## src/rtl/dm_sba_multibeat_pkg.sv

```systemverilog
// Shared types and error codes for the debug-module system bus access master.
package dm_sba_multibeat_pkg;

  typedef enum logic [1:0] {
    Idle = 2'd0,
    Req  = 2'd1,
    Wait = 2'd2
  } sba_state_e;

  localparam logic [2:0] SbErrTimeout = 3'd1;
  localparam logic [2:0] SbErrBus     = 3'd2;
  localparam logic [2:0] SbErrAlign   = 3'd3;
  localparam logic [2:0] SbErrSize    = 3'd4;

  function automatic logic [31:0] access_bytes(input logic [2:0] sbaccess);
    return 32'd1 << sbaccess;
  endfunction

endpackage

```

## src/rtl/dm_sba_be_gen.sv

```systemverilog
// Byte-enable and lane steering for one bus beat; sub-bus accesses sit at the
// address byte offset, accesses of bus width or wider use the full lane set.
module dm_sba_be_gen
  import dm_sba_multibeat_pkg::*;
#(
  parameter int BusWidth = 32
) (
  input  logic [2:0]                      sbaccess_i,
  input  logic [$clog2(BusWidth/8)-1:0]   offset_i,
  input  logic [BusWidth-1:0]             wdata_i,
  input  logic [BusWidth-1:0]             rdata_i,
  output logic [BusWidth/8-1:0]           be_o,
  output logic [BusWidth-1:0]             wdata_o,
  output logic [BusWidth-1:0]             rdata_o
);

  localparam int BusBytes = BusWidth / 8;

  int                  nbytes;
  logic [BusWidth-1:0] size_mask;

  always_comb begin
    nbytes    = int'(access_bytes(sbaccess_i));
    be_o      = '0;
    size_mask = '0;
    for (int i = 0; i < BusBytes; i++) begin
      if (nbytes >= BusBytes ||
          (i >= int'(offset_i) && i < int'(offset_i) + nbytes)) begin
        be_o[i] = 1'b1;
      end
      if (nbytes >= BusBytes || i < nbytes) begin
        size_mask[i*8 +: 8] = 8'hff;
      end
    end
    wdata_o = wdata_i << {offset_i, 3'b000};
    // read data is returned right-justified and zero-extended to the access size
    rdata_o = (rdata_i >> {offset_i, 3'b000}) & size_mask;
  end

endmodule

```

## src/rtl/dm_sba_multibeat.sv

```systemverilog
// System bus access master: splits wide sbaccess sizes into bus beats, checks
// size/alignment/bus errors. Optional response timeout: define DM_SBA_TIMEOUT_EN.
module dm_sba_multibeat
  import dm_sba_multibeat_pkg::*;
#(
  parameter int AddrWidth      = 32,
  parameter int BusWidth       = 32,
  parameter int MaxAccessBits  = 128,
  parameter int ReadByteEnable = 1,
  parameter int TimeoutCycles  = 1023
) (
  input  logic                     clk_i,
  input  logic                     rst_i,
  input  logic                     dmactive_i,
  input  logic [AddrWidth-1:0]     sbaddress_i,
  input  logic                     sbaddress_write_valid_i,
  input  logic                     sbreadonaddr_i,
  input  logic                     sbreadondata_i,
  input  logic                     sbautoincrement_i,
  input  logic [2:0]               sbaccess_i,
  input  logic [MaxAccessBits-1:0] sbdata_i,
  input  logic                     sbdata_read_valid_i,
  input  logic                     sbdata_write_valid_i,
  output logic [AddrWidth-1:0]     sbaddress_o,
  output logic [MaxAccessBits-1:0] sbdata_o,
  output logic                     sbdata_valid_o,
  output logic                     sbbusy_o,
  output logic                     sbbusyerror_o,
  output logic                     sberror_valid_o,
  output logic [2:0]               sberror_o,
  output logic                     master_req_o,
  output logic [AddrWidth-1:0]     master_add_o,
  output logic                     master_we_o,
  output logic [BusWidth-1:0]      master_wdata_o,
  output logic [BusWidth/8-1:0]    master_be_o,
  input  logic                     master_gnt_i,
  input  logic                     master_r_valid_i,
  input  logic                     master_r_err_i,
  input  logic [BusWidth-1:0]      master_r_rdata_i
);

  localparam int BusBytes = BusWidth / 8;
  localparam int BbLog    = $clog2(BusBytes);
  localparam int MaxBeats = MaxAccessBits / BusWidth;
  localparam int BeatW    = 8;

  sba_state_e               state_q, state_d;
  logic [BeatW-1:0]         beat_q, beat_d;
  logic [2:0]               access_q;
  logic [AddrWidth-1:0]     base_q, next_addr_q;
  logic [MaxAccessBits-1:0] wdata_q, rdata_q;
  logic                     we_q;
  logic                     busyerr_q, err_valid_q, rd_done_q, inc_q;
  logic [2:0]               err_q;

  logic trig_wr, any_trig, size_bad, misaligned, timeout, last_beat;
  logic latch, busyerr_d, err_valid_d, complete, rsp_ok;
  logic [2:0]           err_code_d;
  logic [BeatW-1:0]     n_beats;
  logic [31:0]          nbytes;
  logic [AddrWidth-1:0] beat_addr;
  logic [BusWidth-1:0]  beat_wdata, lane_wdata, lane_rdata;
  logic [BusBytes-1:0]  lane_be;

  assign trig_wr  = sbdata_write_valid_i;
  assign any_trig = trig_wr | (sbdata_read_valid_i & sbreadondata_i)
                  | (sbaddress_write_valid_i & sbreadonaddr_i);

  assign size_bad   = (32'd8 << sbaccess_i) > 32'(MaxAccessBits);
  assign misaligned = |(sbaddress_i & ~({AddrWidth{1'b1}} << sbaccess_i));

  assign nbytes    = access_bytes(access_q);
  assign n_beats   = (nbytes > 32'(BusBytes)) ? BeatW'(nbytes >> BbLog) : BeatW'(1);
  assign last_beat = (beat_q == n_beats - BeatW'(1));
  assign beat_addr = base_q + (AddrWidth'(beat_q) << BbLog);

  always_comb begin
    beat_wdata = '0;
    for (int k = 0; k < MaxBeats; k++) begin
      if (beat_q == BeatW'(k)) beat_wdata = wdata_q[k*BusWidth +: BusWidth];
    end
  end

  dm_sba_be_gen #(.BusWidth(BusWidth)) u_be_gen (
    .sbaccess_i (access_q),
    .offset_i   (beat_addr[BbLog-1:0]),
    .wdata_i    (beat_wdata),
    .rdata_i    (master_r_rdata_i),
    .be_o       (lane_be),
    .wdata_o    (lane_wdata),
    .rdata_o    (lane_rdata)
  );

`ifdef DM_SBA_TIMEOUT_EN
  localparam int TmoW = $clog2(TimeoutCycles + 1);
  logic [TmoW-1:0] tmo_q;

  assign timeout = (state_q != Idle) && (tmo_q == TmoW'(TimeoutCycles - 1));

  // restarts on every Req/Wait entry, including Wait -> Req for the next beat
  always_ff @(posedge clk_i or posedge rst_i) begin
    if (rst_i)                     tmo_q <= '0;
    else if (state_d != state_q)   tmo_q <= '0;
    else if (state_q != Idle)      tmo_q <= tmo_q + TmoW'(1);
  end
`else
  // counter compiled out: a response is waited for indefinitely
  assign timeout = (TimeoutCycles < 0);
`endif

  always_comb begin
    state_d     = state_q;
    beat_d      = beat_q;
    latch       = 1'b0;
    busyerr_d   = 1'b0;
    err_valid_d = 1'b0;
    err_code_d  = err_q;
    complete    = 1'b0;
    rsp_ok      = 1'b0;
    case (state_q)
      Idle: begin
        if (any_trig) begin
          if (size_bad) begin
            err_valid_d = 1'b1;
            err_code_d  = SbErrSize;
          end else if (misaligned) begin
            err_valid_d = 1'b1;
            err_code_d  = SbErrAlign;
          end else begin
            latch   = 1'b1;
            state_d = Req;
            beat_d  = '0;
          end
        end
      end
      Req: if (master_gnt_i) state_d = Wait;
      Wait: begin
        if (master_r_valid_i) begin
          if (master_r_err_i) begin
            err_valid_d = 1'b1;
            err_code_d  = SbErrBus;
            state_d     = Idle;
            beat_d      = '0;
          end else begin
            rsp_ok = 1'b1;
            if (last_beat) begin
              complete = 1'b1;
              state_d  = Idle;
              beat_d   = '0;
            end else begin
              state_d = Req;
              beat_d  = beat_q + BeatW'(1);
            end
          end
        end
      end
      default: state_d = Idle;
    endcase
    if (state_q != Idle && any_trig) busyerr_d = 1'b1;
    if (timeout) begin
      state_d     = Idle;
      beat_d      = '0;
      err_valid_d = 1'b1;
      err_code_d  = SbErrTimeout;
      complete    = 1'b0;
      rsp_ok      = 1'b0;
    end
    if (!dmactive_i) begin
      state_d     = Idle;
      beat_d      = '0;
      latch       = 1'b0;
      busyerr_d   = 1'b0;
      err_valid_d = 1'b0;
      err_code_d  = err_q;
      complete    = 1'b0;
      rsp_ok      = 1'b0;
    end
  end

  always_ff @(posedge clk_i or posedge rst_i) begin
    if (rst_i) begin
      state_q     <= Idle;
      beat_q      <= '0;
      busyerr_q   <= 1'b0;
      err_valid_q <= 1'b0;
      err_q       <= '0;
      rd_done_q   <= 1'b0;
      inc_q       <= 1'b0;
      rdata_q     <= '0;
    end else begin
      state_q     <= state_d;
      beat_q      <= beat_d;
      busyerr_q   <= busyerr_d;
      err_valid_q <= err_valid_d;
      err_q       <= err_code_d;
      rd_done_q   <= complete & ~we_q;
      inc_q       <= complete & sbautoincrement_i;
      if (rsp_ok && !we_q) begin
        if (beat_q == '0) rdata_q <= MaxAccessBits'(lane_rdata);
        for (int k = 1; k < MaxBeats; k++) begin
          if (beat_q == BeatW'(k)) rdata_q[k*BusWidth +: BusWidth] <= lane_rdata;
        end
      end
    end
  end

  // transaction payload: captured at trigger, no reset needed
  always_ff @(posedge clk_i) begin
    if (latch) begin
      access_q <= sbaccess_i;
      base_q   <= sbaddress_i;
      wdata_q  <= sbdata_i;
      we_q     <= trig_wr;
    end
    if (complete) next_addr_q <= base_q + AddrWidth'(nbytes);
  end

  assign sbaddress_o     = inc_q ? next_addr_q : sbaddress_i;
  assign sbdata_o        = rdata_q;
  assign sbdata_valid_o  = rd_done_q;
  assign sbbusy_o        = (state_q != Idle);
  assign sbbusyerror_o   = busyerr_q;
  assign sberror_valid_o = err_valid_q;
  assign sberror_o       = err_q;

  assign master_req_o   = (state_q == Req);
  assign master_add_o   = beat_addr;
  assign master_we_o    = we_q;
  assign master_wdata_o = lane_wdata;
  assign master_be_o    = (we_q || ReadByteEnable != 0) ? lane_be : '0;

endmodule

```

## config.mk

```make
export PLATFORM = sky130hd
export DESIGN_NAME = dm_sba_multibeat
export DESIGN_NICKNAME = d
export VERILOG_FILES = /design/src/rtl/dm_sba_multibeat_pkg.sv /design/src/rtl/dm_sba_be_gen.sv /design/src/rtl/dm_sba_multibeat.sv
export SDC_FILE = /design/constraint.sdc
export NUM_CORES = 1
export LEC_CHECK = 0
export ABC_AREA = 0
export BUFFER_PORTS_ARGS = -buffer_cell sky130_fd_sc_hd__buf_2
export CAP_MARGIN = 10
export CORE_MARGIN = 1.5
export CORE_UTILIZATION = 55
export DETAILED_ROUTE_END_ITERATION = 7
export PLACE_DENSITY_LB_ADDON = 0.05
export SETUP_SLACK_MARGIN = 0.15
export SYNTH_ARGS = -nofsm -noshare
export SYNTH_HDL_FRONTEND = slang
export SYNTH_SLANG_ARGS = --single-unit
export TNS_END_PERCENT = 20
```

## constraint.sdc

```tcl
create_clock -name clk_i -period 22 [get_ports clk_i]
set_input_delay 1.1 -clock clk_i [delete_from_list [all_inputs] [get_ports clk_i]]
set_output_delay 1.1 -clock clk_i [all_outputs]
set_load 0.05 [all_outputs]
```

Word-level counts from Yosys, hierarchy flattened:

Cells that the tools add are included.

* flip-flop bits (word level): 341
* input port bits: 207
* output and inout port bits: 237

* add/sub/neg operators: 5
* magnitude comparators: 14
* equal/unequal tests: 16
* shift-type cells: 5
* muxes and demuxes: 64
* bitwise gates (word level): 10
* reduce and logical (&&, ||, !) cells: 29

Operators by type and width (count)
* $mux W32: 8
* $lt A3 B32 Y1 const A: 4
* $mux W128: 1
* $mux W8: 12
* $and A32 B32 Y32: 2
* $lt A1 B32 Y1 const A: 2
* $lt A2 B32 Y1 const A: 2
* $add A3 B32 Y32: 1
* $add A32 B10 Y32: 1
* $add A32 B32 Y32: 1
* $ge A32 B4 Y1 const B: 1
* $gt A32 B3 Y1 const B: 1
* $gt A32 B8 Y1 const B: 1
* $not A32 Y32: 1
* $reduce_or A32 Y1: 1
* $shl A1 B3 Y32 const A: 1
* $shl A32 B3 Y32 const A: 1
* $shl A32 B5 Y32: 1
* $shl A4 B3 Y32 const A: 1
* $shr A32 B5 Y32: 1
* $mux W1: 28
* $eq A8 B2 Y1 const B: 2
* $pmux W8 S2: 1
* $mux W3: 5
* 28 further kinds: 63

Logic depth before layout (Yosys ltp):

* depth in word-level cells: 11
* mapped depth: 12
* depth with buffers taken out: 10

By module:

Synthesis repeated with hierarchy kept, for this count alone.

* cells, all modules: 1275
* area, all modules: 16145.5 µm²

Modules (own cells, without submodules)
* dm_sba_multibeat: instances 1, cells each 1087, area an instance 14725.4 µm², seq. area each 9514.1 µm²
* dm_sba_be_gen: instances 1, cells each 188, area an instance 1420.1 µm², seq. area each 0.0 µm²

Least setup slack after synthesis:

OpenSTA, ideal clock, no wires.

* path type: input port to flip-flop
* start point: in sbaccess_i[0]
* end point: reg access_q[0] (enable)
* arrival time: 8.438 ns
* required time: 21.310 ns
* setup slack: 12.872 ns
* cell stages on the path: 4
* buffers on the path: 0
* path through: nor4_1 > o21a_1 > nor2_1 > nor2_1

* longest elaborated chain between the ends: 9
* elaborated cells between the ends (all ways): 11
* classes of those cells: order compare (1); shift (2); mux (5); bitwise (2); reduce/logical (1)

RTL lines
* start, declared: line dm_sba_multibeat.sv:20 `input logic [2:0] sbaccess_i,`
* branches (longest 5 deep; another with $gt A32 B8 Y1)
* $mux W1 (*): line dm_sba_multibeat.sv:123 `if (size_bad) begin`
* $mux W1 (*): line dm_sba_multibeat.sv:122 `if (any_trig) begin`
* $mux W1 (*): line dm_sba_multibeat.sv:120 `case (state_q)`
* $mux W1 (*): line dm_sba_multibeat.sv:168 `if (!dmactive_i) begin`
* named net latch: line dm_sba_multibeat.sv:57 `logic latch, busyerr_d, err_valid_d, complete, rsp_ok;`
* end signal, assigned: line dm_sba_multibeat.sv:210 `access_q <= sbaccess_i;`
* end, declared: line dm_sba_multibeat.sv:49 `logic [2:0] access_q;`

Mark *: on every way through the listed nets, which the timed path passes.
A chain may end at the register's enable or synchronous reset.

Final worst setup path:

* start point: reg beat_q[3]
* end point: out master_wdata_o[27]

* longest elaborated chain between the ends: 6
* elaborated cells between the ends (all ways): 9
* classes of those cells: eq/ne (3); shift (1); mux (4); reduce/logical (1)

RTL lines
* start, declared: line dm_sba_multibeat.sv:48 `logic [BeatW-1:0] beat_q, beat_d;`
* start signal, assigned: line dm_sba_multibeat.sv:192 `beat_q <= beat_d;`
* $logic_not A8 Y1: line dm_sba_multibeat.sv:80 `if (beat_q == BeatW'(k)) beat_wdata = wdata_q[k*BusWidth +: BusWidth];`
* $mux W32 (3 in a row): line dm_sba_multibeat.sv:80
* $mux W32 (*): line dm_sba_multibeat.sv:80
* $shl A32 B5 Y32 (*): line dm_sba_be_gen.sv:35 `wdata_o = wdata_i << {offset_i, 3'b000};`
* end, declared: line dm_sba_multibeat.sv:34 `output logic [BusWidth-1:0] master_wdata_o,`

Mark *: on every way between the ends. The rest lies on a longest branch, timed or not.

==> metrics <==
run status finished, final reports clean; count of final hold-check violations 0; top cell type's share of synthesized area 0.375; PortBufs 443; dpl cells 2126; Yosys reg bits 341; Worst EP arrival 3.62 ns; grt ovf 0; length of the first detailed-routing pass in iterations 6; Num CTS Buffers 36; largest net degree at the start of global routing 82; CP startpoint kind flop; register area share after synthesis 0.606; nets@finish 2016; type of the tightest min-delay check reg -> reg; CP Data Required Time approximately 21 ns; Setup TNS 0 ns; Die Width approximately 170 µm; Slew headroom 0.254; Setup Skew 0.0244 ns; setup repair after global routing missed its margin no; clk root buf clkbuf_16; Post-synth ARST share 0.425; core box area approximately 0.028 mm²; most frequent cells after synthesis nand2_1, edfxtp_1, dfrtp_1; Longest Clk Path Bufs 3; area of the die 0.0296 mm²; Leakage 8.86 nW; final worst path period need approximately 4.7 ns; Post-synth EDFFs 196; clock slew at reported path FFs 0.06 ns; vias per cell 5.77; most frequent cell after synthesis nand2_1; Synth area leaders edfxtp_1, dfrtp_1, nand2_1; FILL cells between 2000 and 2500; Post-CTS Hold Buffers 0; Post-CTS Setup Bufs 0; synth warn 0; Routed Antenna Nets 0; FMAX about 210 MHz; # DRC 0; num rows 61; # H-tree levels 2; Worst-Margin Slew 1.11 ns; io pins 444; Initial Utilization 0.562; Post-Route WL 47000 µm; max_cap viols 0; dominant cell type by area after synthesis edfxtp_1; layout cells sized above 1 0.311; Mean Syn Cell Area 11.4 µm²; CP max FO 16; Post-synth top flop edfxtp_1; fin cells 2197; DR iter-0 viols 1354; vias in the first global route between 10000 and 15000; vias post-DR 12700; Final period util 0.214; CTS tree yes; cell area after synthesis between 0.015 and 0.02 mm²; Die Ht 172 µm; DPL Wire Length 33500 µm; Sink Count roughly 340; Max IR drop VDD 0.0569 mV; wire per inst 21.4 µm; crit end category output pin; final setup fails 0; Final Util 0.694; syn_nets 1606; fin. max-slew vios 0; Area Growth Syn to Fin 23.4%; CP Class reg -> out; Worst-Skew Late Latency 0.52 ns; cell count after synthesis 1376; RePlAce Congestion 0.984; Synth cell types 68; initial antenna violation count 4; Power Density between 70 and 80 mW/mm²; first-pass GRT wire length 69100 µm; CTS resizes 0; gr usage total 0.312
==> state kept, by name, summed over array words and instances, names as in the netlist, 2 cells and up <==
| signal | count |
|---|---|
| wdata_q | 128 |
| sbdata_o | 128 |
| access_q | 3 |
| state_q | 2 |
| next_addr_q | 32 |
| sberror_o | 3 |
| beat_q | 8 |
| base_q | 32 |
==> path summary, 6_finish.rpt <==
check / startpoint / end / slack [ns] / depth (start not counted)
max in group asynchronous: rst_i / inc_q$_DFF_PP0_ / 19.91 / 3
min: sbdata_o[6]$_DFFE_PP0P_ / sbdata_o[6]$_DFFE_PP0P_ / 0.47 / 2
min reg2reg: sbdata_o[6]$_DFFE_PP0P_ / sbdata_o[6]$_DFFE_PP0P_ / 0.47 / 2
max: beat_q[3]$_DFFE_PP0P_ / master_wdata_o[27] / 17.28 / 7
max reg2reg: access_q[1]$_DFFE_PP_ / next_addr_q[28]$_DFFE_PP_ / 18.31 / 10
min in group asynchronous: rst_i / sbdata_o[26]$_DFFE_PP0P_ / 0.65 / 2
==> power breakdown <==
part	total [mW]	leakage (nW)	switching [mW]	internal, mW
logic	0.137	4.44	0.0974	0.0393
clock network	0.651	0.628	0.250	0.400
registers	0.702	3.80	0.00765	0.695
==> worst max-delay path, stage by stage (launching register included) <==
cell and delay (ns):
dfrtp_1 0.46, or3_1 0.43, nor2_1 0.86, nand2_1 0.54, o22a_1 0.33, nand2_1 0.08, o21a_1 0.14, buf_2 0.26
==> final cells by class <==
cell class	count	area, µm²	area share
diodes	5	12.5	0.000645
clock buffers	48	1030	0.0531
clock inverters	18	248	0.0128
inverters	48	185	0.00955
multi-input cells	904	5620	0.290
flip-flops and latches	341	9510	0.491
well taps	378	473	0.0244
repair buffers	455	2310	0.119
==> cells in the final DEF, fill, tap and decap left out, types with 7 or more instances in the layout <==
cell / synthesis / routed
o21ai_0: 118 / 118
nand3b_1: 8 / 8
nand2_1: 225 / 225
o21a_1: 13 / 13
nand3_1: 15 / 15
edfxtp_1: 196 / 196
buf_4: 6 / 12
nor2_1: 52 / 50
and3_1: 17 / 17
nor2b_1: 14 / 14
a22o_1: 48 / 48
nand2b_1: 11 / 11
mux2_2: 32 / 32
o22a_1: 12 / 12
and2_1: 12 / 12
mux2i_1: 16 / 16
or3_1: 7 / 7
clkbuf_16: 0 / 38
xnor2_1: 34 / 34
o22ai_1: 16 / 16
xor2_1: 27 / 27
ha_1: 21 / 18
a21oi_1: 84 / 84
a22oi_1: 26 / 26
buf_2: 15 / 443
dfrtp_1: 145 / 145
inv_1: 47 / 46
a211oi_1: 11 / 11
nor3_1: 9 / 9
==> stage by stage <==
stage                     area [µm²]  total power [mW]  hold slack, ns  setup WS, ns
after global placement         18100             0.850           0.456         17.42
after global routing           19400              1.53           0.499         17.02
final                          19400              1.49           0.468         17.28
after detailed placement       18100             0.851           0.457         17.33
after floorplan                15700             0.802           0.477         12.87
after CTS                      19400              1.49           0.472         17.32
==> cell families (layout without fill, tap and decap cells) <==
family	after synthesis	after routing	share of synthesized area
buf+inv	131	569	0.0378
xor+xnor	61	61	0.0340
simple gates	407	407	0.123
fa+ha+maj	23	23	0.0193
other cells	0	5	0
compound gates	365	365	0.147
mux	48	48	0.0331
flops	341	341	0.606
==> metal layers <==
layer  global-route usage  vias up  wire [µm]
li1                     -     5797          -
met1                0.399     6043      18400
met2                0.516      717      22600
met3               0.0632      127       4020
met4                0.140        2       1970
met5                    0        -         13
No activity file was read; power rests on OpenSTA's default activity.
